## src/rtl/prog_loader.sv

```systemverilog
// Byte-stream program loader: drives MAR/RAM strobes on the system bus.
// Optional trailing checksum byte is compiled in with LOADER_CHECKSUM_EN.
module prog_loader #(
  parameter logic [7:0] START_ADDR = 8'h00
) (
  input  logic        clk,
  input  logic        rst,
  input  logic        start,
  input  logic [7:0]  in_data,
  input  logic        in_valid,
  output logic        in_ready,
  output logic [15:0] bus_out,
  output logic        bus_oe,
  output logic        mar_we,
  output logic        ram_we,
  output logic        cpu_hold,
  output logic        busy,
  output logic        done,
  output logic        err
);

  localparam logic [2:0] S_IDLE    = 3'd0;
  localparam logic [2:0] S_LEN     = 3'd1;
  localparam logic [2:0] S_RX      = 3'd2;
  localparam logic [2:0] S_SET_MAR = 3'd3;
  localparam logic [2:0] S_WR_RAM  = 3'd4;
`ifdef LOADER_CHECKSUM_EN
  localparam logic [2:0] S_CHK     = 3'd5;
`endif
  localparam logic [2:0] S_FIN     = 3'd6;

  logic [2:0] state_q, state_d;
  logic [7:0] addr_q, addr_d;
  logic [7:0] count_q, count_d;
  logic [7:0] data_q, data_d;
  logic       xfer;

  assign xfer = in_valid && in_ready;

`ifdef LOADER_CHECKSUM_EN
  logic [7:0] sum_q, sum_d;
  logic       err_q, err_d;
`endif

  always_comb begin
    state_d = state_q;
    addr_d  = addr_q;
    count_d = count_q;
    data_d  = data_q;
`ifdef LOADER_CHECKSUM_EN
    sum_d   = sum_q;
    err_d   = err_q;
`endif
    case (state_q)
      S_IDLE: begin
        if (start) begin
          state_d = S_LEN;
          addr_d  = START_ADDR;
`ifdef LOADER_CHECKSUM_EN
          sum_d   = 8'h00;
          err_d   = 1'b0;
`endif
        end
      end
      S_LEN: begin
        if (xfer) begin
          count_d = in_data;
          state_d = S_RX;
        end
      end
      S_RX: begin
        if (xfer) begin
          data_d  = in_data;
          state_d = S_SET_MAR;
`ifdef LOADER_CHECKSUM_EN
          sum_d   = sum_q + in_data;
`endif
        end
      end
      S_SET_MAR: state_d = S_WR_RAM;
      S_WR_RAM: begin
        addr_d  = addr_q + 8'd1;
        count_d = count_q - 8'd1;
        // a length of 0 counts down through FF, giving 256 bytes
        if (count_q != 8'd1) begin
          state_d = S_RX;
        end else begin
`ifdef LOADER_CHECKSUM_EN
          state_d = S_CHK;
`else
          state_d = S_FIN;
`endif
        end
      end
`ifdef LOADER_CHECKSUM_EN
      S_CHK: begin
        if (xfer) begin
          err_d   = (in_data != sum_q);
          state_d = S_FIN;
        end
      end
`endif
      S_FIN:   state_d = S_IDLE;
      default: state_d = S_IDLE;
    endcase
  end

  always_ff @(posedge clk) begin
    if (rst) begin
      state_q <= S_IDLE;
      addr_q  <= 8'h00;
      count_q <= 8'h00;
      data_q  <= 8'h00;
`ifdef LOADER_CHECKSUM_EN
      sum_q   <= 8'h00;
      err_q   <= 1'b0;
`endif
    end else begin
      state_q <= state_d;
      addr_q  <= addr_d;
      count_q <= count_d;
      data_q  <= data_d;
`ifdef LOADER_CHECKSUM_EN
      sum_q   <= sum_d;
      err_q   <= err_d;
`endif
    end
  end

  always_comb begin
    in_ready = (state_q == S_LEN) || (state_q == S_RX);
`ifdef LOADER_CHECKSUM_EN
    in_ready = in_ready || (state_q == S_CHK);
`endif
  end

  assign mar_we   = (state_q == S_SET_MAR);
  assign ram_we   = (state_q == S_WR_RAM);
  assign bus_oe   = mar_we || ram_we;
  assign bus_out  = mar_we ? {8'h00, addr_q} :
                    ram_we ? {8'h00, data_q} : 16'h0000;
  assign busy     = (state_q != S_IDLE);
  assign cpu_hold = busy;
  assign done     = (state_q == S_FIN);

`ifdef LOADER_CHECKSUM_EN
  assign err = err_q;
`else
  assign err = 1'b0;
`endif

endmodule

```

## config.mk

```make
export PLATFORM = sky130hd
export DESIGN_NAME = prog_loader
export DESIGN_NICKNAME = d
export VERILOG_FILES = /design/src/rtl/prog_loader.sv
export SDC_FILE = /design/constraint.sdc
export NUM_CORES = 1
export LEC_CHECK = 0
export BUFFER_PORTS_ARGS = -buffer_cell sky130_fd_sc_hd__buf_2
export CAP_MARGIN = 20
export CORE_AREA = 2 2 62 64
export CTS_CLUSTER_DIAMETER = 50
export DETAILED_ROUTE_END_ITERATION = 10
export DIE_AREA = 0 0 64 66
export PLACE_DENSITY = 0.63
export SLEW_MARGIN = 20
export SYNTH_ARGS = -nofsm -noshare
export SYNTH_HDL_FRONTEND = slang
export SYNTH_SLANG_ARGS = --single-unit
```

## constraint.sdc

```tcl
create_clock -name clk -period 2.3 [get_ports clk]
set_clock_uncertainty 0.1 [all_clocks]
set_input_delay 0.345 -clock clk [delete_from_list [all_inputs] [get_ports clk]]
set_output_delay 0.345 -clock clk [all_outputs]
set_load 0.02 [all_outputs]
```

==> metrics.txt, run 1 <==
# TYPE chip_impl_metric gauge
chip_impl_info{name="category_of_the_most_critical_setup_path",value="reg -> out"} 1
chip_impl_info{name="grt_setup_unrepaired",value="no"} 1
chip_impl_metric{name="nFillCells",unit=""} 357
chip_impl_metric{name="cts.repair_timing.setup_buffer_count",unit=""} 0
chip_impl_metric{name="crit_required",unit="ps"} 1860
chip_impl_metric{name="top_level_ports",unit=""} 36
chip_impl_info{name="critical-path-top-delay-family",value="buffers and inverters"} 1
chip_impl_info{name="clock_tree_from_tritoncts",value="built"} 1
chip_impl_metric{name="preCtsSetupSlack",unit="ps"} 315.1
chip_impl_metric{name="clk_path_buf_depth",unit=""} 2
chip_impl_metric{name="worst_setup_hold_path_clk_slew",unit="ps"} 150
chip_impl_info{name="critical_path.slowest_cell",value="dfxtp_1"} 1
chip_impl_metric{name="initial_cell_density_of_the_core",unit="%"} 43.02
chip_impl_metric{name="antenna_found_initial",unit=""} 0
chip_impl_metric{name="timing_worst_slew_pin_value",unit="ps"} 513.3
chip_impl_metric{name="post-route-min-period",unit="ps"} 2148
chip_impl_metric{name="total_net_switching_power",unit="mW"} 0.2797
chip_impl_metric{name="synth_edf_count",unit=""} 0
chip_impl_metric{name="power.combinational.fraction",unit="%"} 21.5
chip_impl_metric{name="syn2layout_area_growth",unit="%"} 12.94
chip_impl_metric{name="grt_pass1_wl",unit="um"} 5996
chip_impl_metric{name="critical-path-max-stage-delay",unit="ps"} 360
chip_impl_metric{name="fmax",unit="GHz"} 0.4655
chip_impl_metric{name="synth_area_per_cell",unit="um2"} 8.214
chip_impl_metric{name="max-cap-violations",unit=""} 0
chip_impl_metric{name="synthesis.instances",unit=""} 186
chip_impl_metric{name="place.port_buffers",unit=""} 26
chip_impl_info{name="most_frequent_cells_in_the_layout",value="30 x nor2_1, 27 x dfxtp_1, 26 x buf_2"} 1
chip_impl_metric{name="timing.final.ws_setup",unit="ps"} 151.9
chip_impl_metric{name="timing.final.setup_violations",unit=""} 0
chip_impl_metric{name="ys_seq_elements",unit=""} 27
chip_impl_info{name="timing.hold.worst.class",value="in -> reg"} 1
chip_impl_metric{name="post_layout_nonfiller_instances",unit=""} 259
chip_impl_metric{name="clkLatencyLatePin",unit="ps"} 320
chip_impl_metric{name="hpwl",unit="um"} 2638
chip_impl_metric{name="fraction_of_final_layout_cells_with_drive_strength_greater_than_1",unit="%"} 21.33
chip_impl_info{name="crit_path_end_kind",value="primary output"} 1
chip_impl_metric{name="critPathBufInv",unit=""} 4
chip_impl_metric{name="cell_internal_pwr",unit="mW"} 0.6279
chip_impl_metric{name="post-route-drc-count",unit=""} 0
chip_impl_info{name="synth_top_cell_by_area",value="dfxtp_1"} 1
chip_impl_metric{name="die-width",unit="um"} 64
chip_impl_metric{name="hold_slack",unit="ps"} 166.3
chip_impl_metric{name="area_of_the_die",unit="um2"} 4224
chip_impl_metric{name="grt_start_max_net_pins",unit=""} 28
chip_impl_info{name="most_common_flop_cell_mapped_by_yosys",value="dfxtp_1"} 1
chip_impl_metric{name="critPathMaxFanout",unit=""} 14
chip_impl_metric{name="first_drt_pass_iteration_count",unit=""} 4
chip_impl_metric{name="slew_headroom",unit="%"} 65.42
chip_impl_info{name="cts-root-buf",value="clkbuf_4"} 1
chip_impl_metric{name="cts_buffers",unit=""} 3
chip_impl_metric{name="synth_area",unit="um2"} 1528
chip_impl_metric{name="wire_per_inst",unit="um"} 13.49
chip_impl_metric{name="post_cts_resized",unit=""} 0
chip_impl_metric{name="p_leak",unit="nW"} 0.7237
chip_impl_metric{name="route.final.wire_length",unit="um"} 3495
chip_impl_metric{name="floorplan.rows",unit=""} 22
chip_impl_metric{name="worst-endpoint-arrival",unit="ps"} 1700
chip_impl_metric{name="pwr-share-clk",unit="%"} 23.1
chip_impl_metric{name="finalHoldViolCount",unit=""} 0
chip_impl_info{name="cell_with_the_most_instances_on_the_worst_path",value="buf_4"} 1
chip_impl_metric{name="ys_types",unit=""} 43
chip_impl_metric{name="ir_drop_worst_case_vdd",unit="mV"} 0.2615
chip_impl_metric{name="core_area",unit="um2"} 3551
chip_impl_metric{name="numPlacedInstances",unit=""} 255
chip_impl_metric{name="routed-via-count",unit=""} 1405
chip_impl_info{name="critical_path.startpoint_type",value="flop"} 1
chip_impl_metric{name="power.density_cell_area",unit="nW/um2"} 526.0
chip_impl_metric{name="p_total",unit="mW"} 0.9076
chip_impl_info{name="final_common_cell",value="nor2_1"} 1
chip_impl_metric{name="cts.sink_count",unit=""} 27
chip_impl_info{name="critical_path.cell_chain",value="buf_4 > inv_1 > nor3b_1 > buf_4 > a22o_1 > buf_2"} 1
chip_impl_metric{name="async_flop_share",unit="%"} 0
chip_impl_metric{name="setup-tns-final",unit="ps"} 0
chip_impl_metric{name="grt_pass1_vias",unit=""} 1277
chip_impl_metric{name="drtAntennaViolNets",unit=""} 0
chip_impl_metric{name="post-synth-top-area-fraction",unit="%"} 35.38
chip_impl_metric{name="gr_usage_total",unit="%"} 17.88
chip_impl_metric{name="overflow_after_grt",unit=""} 0
chip_impl_metric{name="final_net_count",unit=""} 227
chip_impl_info{name="status",value="complete, no violations"} 1
chip_impl_metric{name="drt-initial-drc-count",unit=""} 37
chip_impl_metric{name="final.period_utilization",unit="%"} 93.39
chip_impl_metric{name="via_per_inst",unit=""} 5.425
chip_impl_metric{name="cts.htree.levels",unit=""} 1
chip_impl_metric{name="gpl.final_weighted_congestion",unit=""} 0.8875
chip_impl_metric{name="yosysSeqAreaShare",unit="%"} 35.38
chip_impl_metric{name="synthesis.yosys.warnings",unit=""} 0
chip_impl_metric{name="diodes",unit=""} 0
chip_impl_metric{name="holdBufCountCts",unit=""} 0
chip_impl_info{name="synth_top_cells_by_area",value="dfxtp_1 35%, nor2_1 7.4%, mux2i_1 5.2%"} 1
chip_impl_metric{name="swShare",unit="%"} 30.82
chip_impl_metric{name="chipHeight",unit="um"} 66
chip_impl_metric{name="sequentialPowerShare",unit="%"} 55.3
chip_impl_metric{name="number_of_max_slew_violations_in_the_final_report",unit=""} 0
[through the flow]
stage	instance area, um2	util, %
after CTS	1722	48.48
after detailed placement	1692	47.64
after floorplan	1558	-
final	1725	48.59
after global placement	1692	47.64
after global routing	1725	48.59
[flip-flops by register name, indices dropped and copies added, names as in the netlist]
register / flops
state_q: 3
count_q: 8
addr_q: 8
data_q: 8
[cells in the mapped netlist, drive strengths merged (2+ instances only)]
cell type,instances
inv,7
nand2,6
o211ai,2
nand4,2
mux2,2
or2,2
and3,4
a2bb2oi,4
nand3,4
clkbuf,8
a21oi,10
mux2i,8
o21ai,5
ha,3
a22o,8
a31oi,4
o22a,3
buf,13
or3,3
or4,5
nand3b,4
nor2,30
a32oi,2
nor3b,2
dfxtp,27
nand2b,3
[layout make-up]
type	instances	area, um2	share of cell area, %
Timing Repair Buffer	34	190.2	11.02
Clock inverter	1	7.507	0.4351
Tap cell	48	60.06	3.481
Sequential cell	27	540.5	31.33
Multi-Input combinational cell	138	870.8	50.47
Clock buffer	3	22.52	1.305
Inverter	8	33.78	1.958
[kinds of logic after synthesis]
family | count (synthesis) | synth area share [%]
AOI/OAI and AO/OA | 45 | 21.13
xor gates and xnor gates | 1 | 0.5734
adders and majority gates | 3 | 2.457
buffers and inverters | 29 | 9.582
DFF | 27 | 35.38
muxes | 10 | 6.716
other | 1 | 0.2455
and+or+nand+nor | 70 | 23.91
[final timing paths]
path	start	endpoint	slack (ps)	cells past startpoint
setup / recovery	state_q[0]$_SDFFE_PP0P_	bus_out[6]	150	6
hold / removal	in_data[4]	data_q[4]$_SDFFE_PP0P_	170	3
setup reg to reg	count_q[2]$_SDFFE_PP0P_	count_q[7]$_SDFFE_PP0P_	270	4
hold reg to reg	count_q[4]$_SDFFE_PP0P_	count_q[4]$_SDFFE_PP0P_	420	2
[routing by layer]
layer | part of all wire, % | track usage [%] | up-vias
li1 | - | - | 710
met1 | 46 | 23.34 | 644
met2 | 47 | 30.21 | 45
met3 | 5.2 | 2.215 | 6
met4 | 1.6 | 6.522 | 0
met5 | 0 | 0 | -
[power groups by stage]
stage               registers [mW]  logic, mW  clock network, mW
finish                       0.502      0.195              0.210
global route                 0.506      0.218              0.237
CTS                          0.502      0.195              0.218
detailed placement           0.512      0.194                  0
global placement             0.511      0.191                  0
floorplan                    0.508      0.157                  0
[worst register-to-register path, delay by kind of cell (launching register included)]
family,cells,cell delay [ps]
DFF,1,380
AOI/OAI and AO/OA,1,160
and+or+nand+nor,3,1320
Note: power is estimated with default switching activity, not from simulation.
==> inputs of run 2 (changes only) <==
--- a/config.mk
+++ b/config.mk
@@ -12,7 +12,7 @@
 export DETAILED_ROUTE_END_ITERATION = 10
 export DIE_AREA = 0 0 64 66
 export PLACE_DENSITY = 0.63
-export SLEW_MARGIN = 20
+export REMOVE_ABC_BUFFERS = 1
 export SYNTH_ARGS = -nofsm -noshare
 export SYNTH_HDL_FRONTEND = slang
 export SYNTH_SLANG_ARGS = --single-unit
==> run 2 against run 1 <==
  * Non-clock buffer count is 1 higher
  * Via count decreased by 1.1%
  * Power down 0.71%
  * Worst setup slack worse by 7.7 ps
  * Flip-flop and latch count unchanged
==> metrics.txt, run 2 (synthesis gave the netlist of run 1 again) <==
# TYPE chip_impl_metric gauge
chip_impl_info{name="status",value="complete, no violations"} 1
chip_impl_metric{name="slew_headroom",unit="%"} 66.31
chip_impl_metric{name="clk_path_buf_depth",unit=""} 2
chip_impl_metric{name="post-route-min-period",unit="ps"} 2156
chip_impl_metric{name="final_net_count",unit=""} 228
chip_impl_metric{name="worst-endpoint-arrival",unit="ps"} 1710
chip_impl_info{name="largest_registers",value="addr_q x8, count_q x8, data_q x8"} 1
chip_impl_metric{name="cts.htree.levels",unit=""} 1
chip_impl_metric{name="grt_use_met2",unit="%"} 29.95
chip_impl_metric{name="ir_drop_worst_case_vdd",unit="mV"} 0.3196
chip_impl_metric{name="route.final.wire_length",unit="um"} 3523
chip_impl_info{name="grt.busiest_layer",value="met2"} 1
chip_impl_metric{name="gr_usage_total",unit="%"} 18.04
chip_impl_metric{name="routed-via-count",unit=""} 1389
chip_impl_metric{name="post-route-drc-count",unit=""} 0
chip_impl_metric{name="holdPathStages",unit=""} 3
chip_impl_metric{name="grt_pass1_vias",unit=""} 1316
chip_impl_info{name="cts-root-buf",value="clkbuf_4"} 1
chip_impl_metric{name="via_per_inst",unit=""} 5.342
chip_impl_metric{name="wire_per_inst",unit="um"} 13.55
chip_impl_metric{name="post_dp_cell_area",unit="um2"} 1699
chip_impl_metric{name="setup-tns-final",unit="ps"} 0
chip_impl_metric{name="p_total",unit="mW"} 0.9011
chip_impl_metric{name="final_cell_area",unit="um2"} 1735
chip_impl_metric{name="top_level_ports",unit=""} 36
chip_impl_metric{name="cts.repair_timing.setup_buffer_count",unit=""} 0
chip_impl_metric{name="drt-initial-drc-count",unit=""} 72
chip_impl_metric{name="worst_r2r_path_depth",unit=""} 4
chip_impl_info{name="worstReg2RegStart",value="count_q[2]$_SDFFE_PP0P_"} 1
chip_impl_metric{name="critPathMaxFanout",unit=""} 16
chip_impl_metric{name="p_leak",unit="nW"} 0.7342
chip_impl_metric{name="worst-r2r-setup-slack",unit="ps"} 300
chip_impl_metric{name="cts_buffers",unit=""} 3
chip_impl_metric{name="gpl.final_weighted_congestion",unit=""} 0.8402
chip_impl_metric{name="chipHeight",unit="um"} 66
chip_impl_metric{name="clkLatencyLatePin",unit="ps"} 330
chip_impl_info{name="most_frequent_cells_in_the_layout",value="30 x nor2_1, 27 x dfxtp_1, 26 x buf_2"} 1
chip_impl_metric{name="first_drt_pass_iteration_count",unit=""} 4
chip_impl_info{name="min-delay-start",value="in_data[1]"} 1
chip_impl_info{name="grt_setup_unrepaired",value="no"} 1
chip_impl_metric{name="number_of_max_slew_violations_in_the_final_report",unit=""} 0
chip_impl_metric{name="place.port_buffers",unit=""} 26
chip_impl_info{name="category_of_the_most_critical_setup_path",value="reg -> out"} 1
chip_impl_info{name="timing.hold.worst.class",value="in -> reg"} 1
chip_impl_metric{name="worst_setup_hold_path_clk_slew",unit="ps"} 150
chip_impl_metric{name="antenna_found_initial",unit=""} 0
chip_impl_info{name="final_common_cell",value="nor2_1"} 1
chip_impl_metric{name="diodes",unit=""} 0
chip_impl_info{name="clock_tree_from_tritoncts",value="built"} 1
chip_impl_metric{name="timing_worst_slew_pin_value",unit="ps"} 500.0
chip_impl_metric{name="global_route.usage.met3",unit="%"} 2.215
chip_impl_info{name="crit_path_end_kind",value="primary output"} 1
chip_impl_metric{name="grt_start_max_net_pins",unit=""} 28
chip_impl_metric{name="initial_cell_density_of_the_core",unit="%"} 43.02
chip_impl_metric{name="overflow_after_grt",unit=""} 0
chip_impl_metric{name="fraction_of_final_layout_cells_with_drive_strength_greater_than_1",unit="%"} 22.17
chip_impl_info{name="whs_endpoint",value="data_q[1]$_SDFFE_PP0P_"} 1
chip_impl_metric{name="hpwl",unit="um"} 2572
chip_impl_metric{name="core_area",unit="um2"} 3551
chip_impl_info{name="worstReg2RegEnd",value="count_q[7]$_SDFFE_PP0P_"} 1
chip_impl_metric{name="drtAntennaViolNets",unit=""} 0
chip_impl_metric{name="cts.sink_count",unit=""} 27
chip_impl_metric{name="syn2layout_area_growth",unit="%"} 13.60
chip_impl_metric{name="grt_pass1_wl",unit="um"} 6044
chip_impl_metric{name="power.density_cell_area",unit="nW/um2"} 519.2
chip_impl_metric{name="max-cap-violations",unit=""} 0
chip_impl_metric{name="die-width",unit="um"} 64
chip_impl_metric{name="fmax",unit="GHz"} 0.4639
chip_impl_metric{name="final.period_utilization",unit="%"} 93.73
chip_impl_metric{name="area_of_the_die",unit="um2"} 4224
chip_impl_metric{name="crit_required",unit="ps"} 1860
chip_impl_metric{name="floorplan.rows",unit=""} 22
chip_impl_metric{name="finalHoldViolCount",unit=""} 0
chip_impl_metric{name="timing.final.setup_violations",unit=""} 0
chip_impl_info{name="critical_path.startpoint_type",value="flop"} 1
chip_impl_metric{name="globalRouteMet1Util",unit="%"} 24.63
chip_impl_metric{name="layout.core_utilization",unit="%"} 48.87
[run 2: cell types whose count changed in the layout (fill, tap and decap cells not counted)]
cell and change:
clkinvlp_4 -1, buf_4 +1, nor3b_2 +1, nor3b_1 -1, clkinv_2 +1
[run 2: how the worst max path moves through the flow]
| stage | slack [ps] | start | to |
|---|---|---|---|
| finish | 140 | state_q[1]$_SDFFE_PP0P_ | bus_out[1] |
| floorplan | -190 | state_q[0]$_SDFFE_PP0P_ | bus_out[0] |
| detailed placement | 340 | count_q[2]$_SDFFE_PP0P_ | count_q[7]$_SDFFE_PP0P_ |
| CTS | 20 | state_q[2]$_SDFFE_PP0P_ | bus_oe |
| global route | 40 | state_q[1]$_SDFFE_PP0P_ | bus_out[1] |
| global placement | 380 | count_q[2]$_SDFFE_PP0P_ | count_q[7]$_SDFFE_PP0P_ |
[run 2: metrics by stage]
stage / setup WS, ps / instances / hold WS, ps
3_3_place_gp: 384.6 / 256 / 381.5
6_report: 144.3 / 260 / 158.2
5_1_grt: 44.08 / 260 / 167.3
3_5_place_dp: 335.5 / 256 / 385.9
2_1_floorplan: -193.2 / 173 / 314.1
4_1_cts: 17.95 / 260 / 165.1
[run 2: final cells by class]
cell class,instances,area [um2]
Multi-Input combinational cell,138,875.8
Fill cell,349,1815
Tap cell,48,60.06
Sequential cell,27,540.5
Clock buffer,3,22.52
Inverter,8,33.78
Timing Repair Buffer,35,197.7
Clock inverter,1,5.005
[run 2: timing repair]
action	in CTS	in global routing
hold buffers	0	0
resized for setup	0	2
setup endpoints to repair	0	9
[run 2: critical path: stages, from the launching register on]
cell,delay [ps]
dfxtp_1,340
or3b_1,430
clkinvlp_4,260
a22o_1,200
buf_2,160
[run 2: power breakdown]
| group | internal (mW) | switching (mW) | leakage (nW) |
|---|---|---|---|
| Clock | 0.0652 | 0.138 | 0.0177 |
| Combinational | 0.0772 | 0.119 | 0.498 |
| Sequential | 0.486 | 0.0157 | 0.219 |
[run 2: routing by layer]
| metal | part of all wire, % | vias to the layer above | wire length, um |
|---|---|---|---|
| met4 | 1.0 | 0 | 36 |
| met3 | 4.1 | 4 | 145 |
| li1 | - | 706 | - |
| met1 | 49 | 646 | 1738 |
| met5 | 0 | - | 0 |
| met2 | 46 | 33 | 1603 |
==> inputs of run 3 (changes only) <==
--- a/config.mk
+++ b/config.mk
@@ -5,13 +5,14 @@
 export SDC_FILE = /design/constraint.sdc
 export NUM_CORES = 1
 export LEC_CHECK = 0
+export ABC_AREA = 1
 export BUFFER_PORTS_ARGS = -buffer_cell sky130_fd_sc_hd__buf_2
 export CAP_MARGIN = 20
-export CORE_AREA = 2 2 62 64
+export CORE_AREA = 2 2 63 65
 export CTS_CLUSTER_DIAMETER = 50
 export DETAILED_ROUTE_END_ITERATION = 10
-export DIE_AREA = 0 0 64 66
-export PLACE_DENSITY = 0.63
+export DIE_AREA = 0 0 65 67
+export PLACE_DENSITY = 0.64
 export REMOVE_ABC_BUFFERS = 1
 export SYNTH_ARGS = -nofsm -noshare
 export SYNTH_HDL_FRONTEND = slang
==> run 3 against run 2 <==
  * Routed wire length grew 5.9%
  * Cell area increased by 0.65%
  * Worst setup slack better by 90 ps
  * Largest power group unchanged
  * Clock power up 35%
  * Critical path depth up 1
  * First-iteration DRC count rose by 92%
  * Area after synthesis is 5.2% higher
==> metrics.txt, run 3 <==
# TYPE chip_impl_metric gauge
chip_impl_metric{name="post-route-min-period",unit="ps"} 2066
chip_impl_metric{name="top_level_ports",unit=""} 36
chip_impl_metric{name="max-cap-violations",unit=""} 0
chip_impl_info{name="status",value="complete, no violations"} 1
chip_impl_metric{name="worst-endpoint-arrival",unit="ps"} 1620
chip_impl_metric{name="post_layout_nonfiller_instances",unit=""} 304
chip_impl_metric{name="clk_path_buf_depth",unit=""} 2
chip_impl_info{name="grt_setup_unrepaired",value="no"} 1
chip_impl_metric{name="power.combinational.fraction",unit="%"} 20.5
chip_impl_metric{name="cell_internal_pwr",unit="mW"} 0.6779
chip_impl_metric{name="holdPathStages",unit=""} 3
chip_impl_info{name="synth_top_cells_by_area",value="dfxtp_1 34%, nand2_1 12%, inv_1 6.3%"} 1
chip_impl_metric{name="ir_drop_worst_case_vdd",unit="mV"} 0.3297
chip_impl_metric{name="ys_seq_elements",unit=""} 27
chip_impl_metric{name="synth_edf_count",unit=""} 0
chip_impl_info{name="most_frequent_cells_in_the_layout",value="50 x nand2_1, 27 x inv_1, 27 x dfxtp_1"} 1
chip_impl_info{name="final_common_cell",value="nand2_1"} 1
chip_impl_metric{name="routed-via-count",unit=""} 1512
chip_impl_metric{name="drtAntennaViolNets",unit=""} 0
chip_impl_info{name="largest_registers",value="addr_q x8, count_q x8, data_q x8"} 1
chip_impl_metric{name="ys_types",unit=""} 37
chip_impl_metric{name="wire_per_inst",unit="um"} 12.28
chip_impl_metric{name="number_of_max_slew_violations_in_the_final_report",unit=""} 0
chip_impl_metric{name="synth_area",unit="um2"} 1607
chip_impl_metric{name="diodes",unit=""} 0
chip_impl_metric{name="post_cts_resized",unit=""} 0
chip_impl_metric{name="synthesis.yosys.warnings",unit=""} 0
chip_impl_metric{name="total_net_switching_power",unit="mW"} 0.3128
chip_impl_info{name="critical_path.startpoint_type",value="flop"} 1
chip_impl_metric{name="holdBufCountCts",unit=""} 0
chip_impl_metric{name="grt_start_max_net_pins",unit=""} 20
chip_impl_metric{name="core_area",unit="um2"} 3606
chip_impl_metric{name="grt_pass1_vias",unit=""} 1450
chip_impl_metric{name="overflow_after_grt",unit=""} 0
chip_impl_metric{name="syn2layout_area_growth",unit="%"} 8.723
chip_impl_info{name="timing.hold.worst.class",value="in -> reg"} 1
chip_impl_metric{name="first_drt_pass_iteration_count",unit=""} 4
chip_impl_metric{name="p_leak",unit="nW"} 0.7364
chip_impl_metric{name="final_net_count",unit=""} 272
chip_impl_metric{name="drt-initial-drc-count",unit=""} 138
chip_impl_metric{name="synth_area_per_cell",unit="um2"} 6.866
chip_impl_metric{name="area_of_the_die",unit="um2"} 4355
chip_impl_metric{name="cts.sink_count",unit=""} 27
chip_impl_info{name="synth_common_cells",value="50 x nand2_1, 27 x dfxtp_1, 27 x inv_1"} 1
chip_impl_info{name="category_of_the_most_critical_setup_path",value="reg -> out"} 1
chip_impl_metric{name="chipHeight",unit="um"} 67
chip_impl_metric{name="hold_slack",unit="ps"} 253.5
chip_impl_metric{name="layout.core_utilization",unit="%"} 48.44
chip_impl_info{name="crit_path_end_kind",value="primary output"} 1
chip_impl_metric{name="floorplan.rows",unit=""} 22
chip_impl_metric{name="place.port_buffers",unit=""} 26
chip_impl_info{name="synth_top_cell_by_area",value="dfxtp_1"} 1
chip_impl_metric{name="swShare",unit="%"} 31.57
chip_impl_metric{name="hpwl",unit="um"} 2733
chip_impl_metric{name="post-route-drc-count",unit=""} 0
chip_impl_metric{name="worst_setup_hold_path_clk_slew",unit="ps"} 90
chip_impl_metric{name="clkLatencyLatePin",unit="ps"} 270
chip_impl_metric{name="gpl.final_weighted_congestion",unit=""} 0.8949
chip_impl_info{name="clock_tree_from_tritoncts",value="built"} 1
chip_impl_metric{name="synthesis.instances",unit=""} 234
chip_impl_info{name="cts-root-buf",value="clkbuf_8"} 1
chip_impl_metric{name="cts.repair_timing.setup_buffer_count",unit=""} 0
chip_impl_metric{name="final.period_utilization",unit="%"} 89.83
chip_impl_metric{name="worst_r2r_path_depth",unit=""} 4
chip_impl_metric{name="via_per_inst",unit=""} 4.974
chip_impl_metric{name="crit_required",unit="ps"} 1860
chip_impl_metric{name="finalHoldViolCount",unit=""} 0
chip_impl_metric{name="cts_buffers",unit=""} 3
chip_impl_metric{name="antenna_found_initial",unit=""} 0
chip_impl_metric{name="gr_usage_total",unit="%"} 19.00
chip_impl_metric{name="numPlacedInstances",unit=""} 300
chip_impl_metric{name="fmax",unit="GHz"} 0.4840
chip_impl_metric{name="setup-tns-final",unit="ps"} 0
chip_impl_info{name="most_common_flop_cell_mapped_by_yosys",value="dfxtp_1"} 1
chip_impl_metric{name="pwr-share-clk",unit="%"} 27.8
chip_impl_metric{name="critPathMaxFanout",unit=""} 8
chip_impl_metric{name="grt_pass1_wl",unit="um"} 6417
chip_impl_metric{name="initial_cell_density_of_the_core",unit="%"} 44.55
chip_impl_metric{name="timing.final.setup_violations",unit=""} 0
chip_impl_metric{name="fraction_of_final_layout_cells_with_drive_strength_greater_than_1",unit="%"} 17.19
chip_impl_info{name="synthMostInstantiatedCell",value="nand2_1"} 1
chip_impl_metric{name="cts.htree.levels",unit=""} 1
chip_impl_metric{name="die-width",unit="um"} 65
chip_impl_metric{name="sequentialPowerShare",unit="%"} 51.7
chip_impl_metric{name="route.final.wire_length",unit="um"} 3732
chip_impl_metric{name="power.density_cell_area",unit="nW/um2"} 567.2
chip_impl_metric{name="post-synth-top-area-fraction",unit="%"} 33.64
chip_impl_metric{name="yosysSeqAreaShare",unit="%"} 33.64
chip_impl_metric{name="async_flop_share",unit="%"} 0
-- run 3: cell types whose count changed after synthesis, moves of 7 or more --
cell,delta
nand2_1,+44
inv_1,+20
nor2_1,-15
o21ai_0,+13
nand3_1,+11
a21oi_1,+10
a22o_1,-8
mux2i_1,-8
clkbuf_1,-7
-- run 3: final timing paths --
check                     startpoint                      end  slack (ps)
min                       in_data[1]  count_q[1]$_SDFFE_PP0P_         250
max          state_q[1]$_SDFFE_PP0P_               bus_out[0]         230
max reg2reg  state_q[0]$_SDFFE_PP0P_   data_q[3]$_SDFFE_PP0P_         710
min reg2reg   data_q[1]$_SDFFE_PP0P_   data_q[1]$_SDFFE_PP0P_         350
-- run 3: stage by stage --
| stage | cell area (um2) | setup WS (ps) | power (mW) |
|---|---|---|---|
| 2_1_floorplan | 1511 | 460.5 | 0.6654 |
| 3_3_place_gp | 1702 | 569.8 | 0.7253 |
| 3_5_place_dp | 1702 | 531.4 | 0.7247 |
| 4_1_cts | 1747 | 225.0 | 1.000 |
| 5_1_grt | 1747 | 101.6 | 1.051 |
| 6_report | 1747 | 234.0 | 0.9907 |
-- run 3: final cells by class --
class | count | area [um2]
sequential | 27 | 540.5
clock buffer | 4 | 45.04
multi-input combinational | 167 | 847.1
timing repair buffer | 26 | 130.1
fill | 390 | 1859
inverter | 32 | 123.9
tap | 48 | 60.06
-- run 3: cell families (layout without fill, tap and decap cells) --
kind of cell	count (synthesis)	in the layout	synth area share, %
AND/OR/NAND/NOR	102	102	30.06
adder cells (fa/ha/maj)	4	4	2.960
buffers and inverters	48	62	15.50
flip-flops	27	27	33.64
AO/OA/AOI/OAI	52	52	17.60
other	1	9	0.2334
-- run 3: power by group through the flow --
stage	registers [mW]	logic [mW]	clock network [mW]
floorplan	0.518	0.147	0
global placement	0.521	0.204	0
detailed placement	0.522	0.203	0
CTS	0.512	0.204	0.285
global route	0.516	0.232	0.302
finish	0.512	0.203	0.275
-- run 3: per-layer routing --
| layer | part of all wire (%) | wire length, um | global-route usage, % | vias up |
|---|---|---|---|---|
| li1 | - | - | - | 800 |
| met1 | 48 | 1793 | 23.66 | 682 |
| met2 | 48 | 1803 | 33.89 | 28 |
| met3 | 3.3 | 123 | 3.547 | 2 |
| met4 | 0.32 | 12 | 4.255 | 0 |
| met5 | 0 | 0 | 0 | - |
-- run 3: critical path: stages, from the launching register on --
cell and delay [ps]:
dfxtp_1 520, inv_2 130, nor3_4 230, inv_2 130, o22ai_1 150, buf_2 190
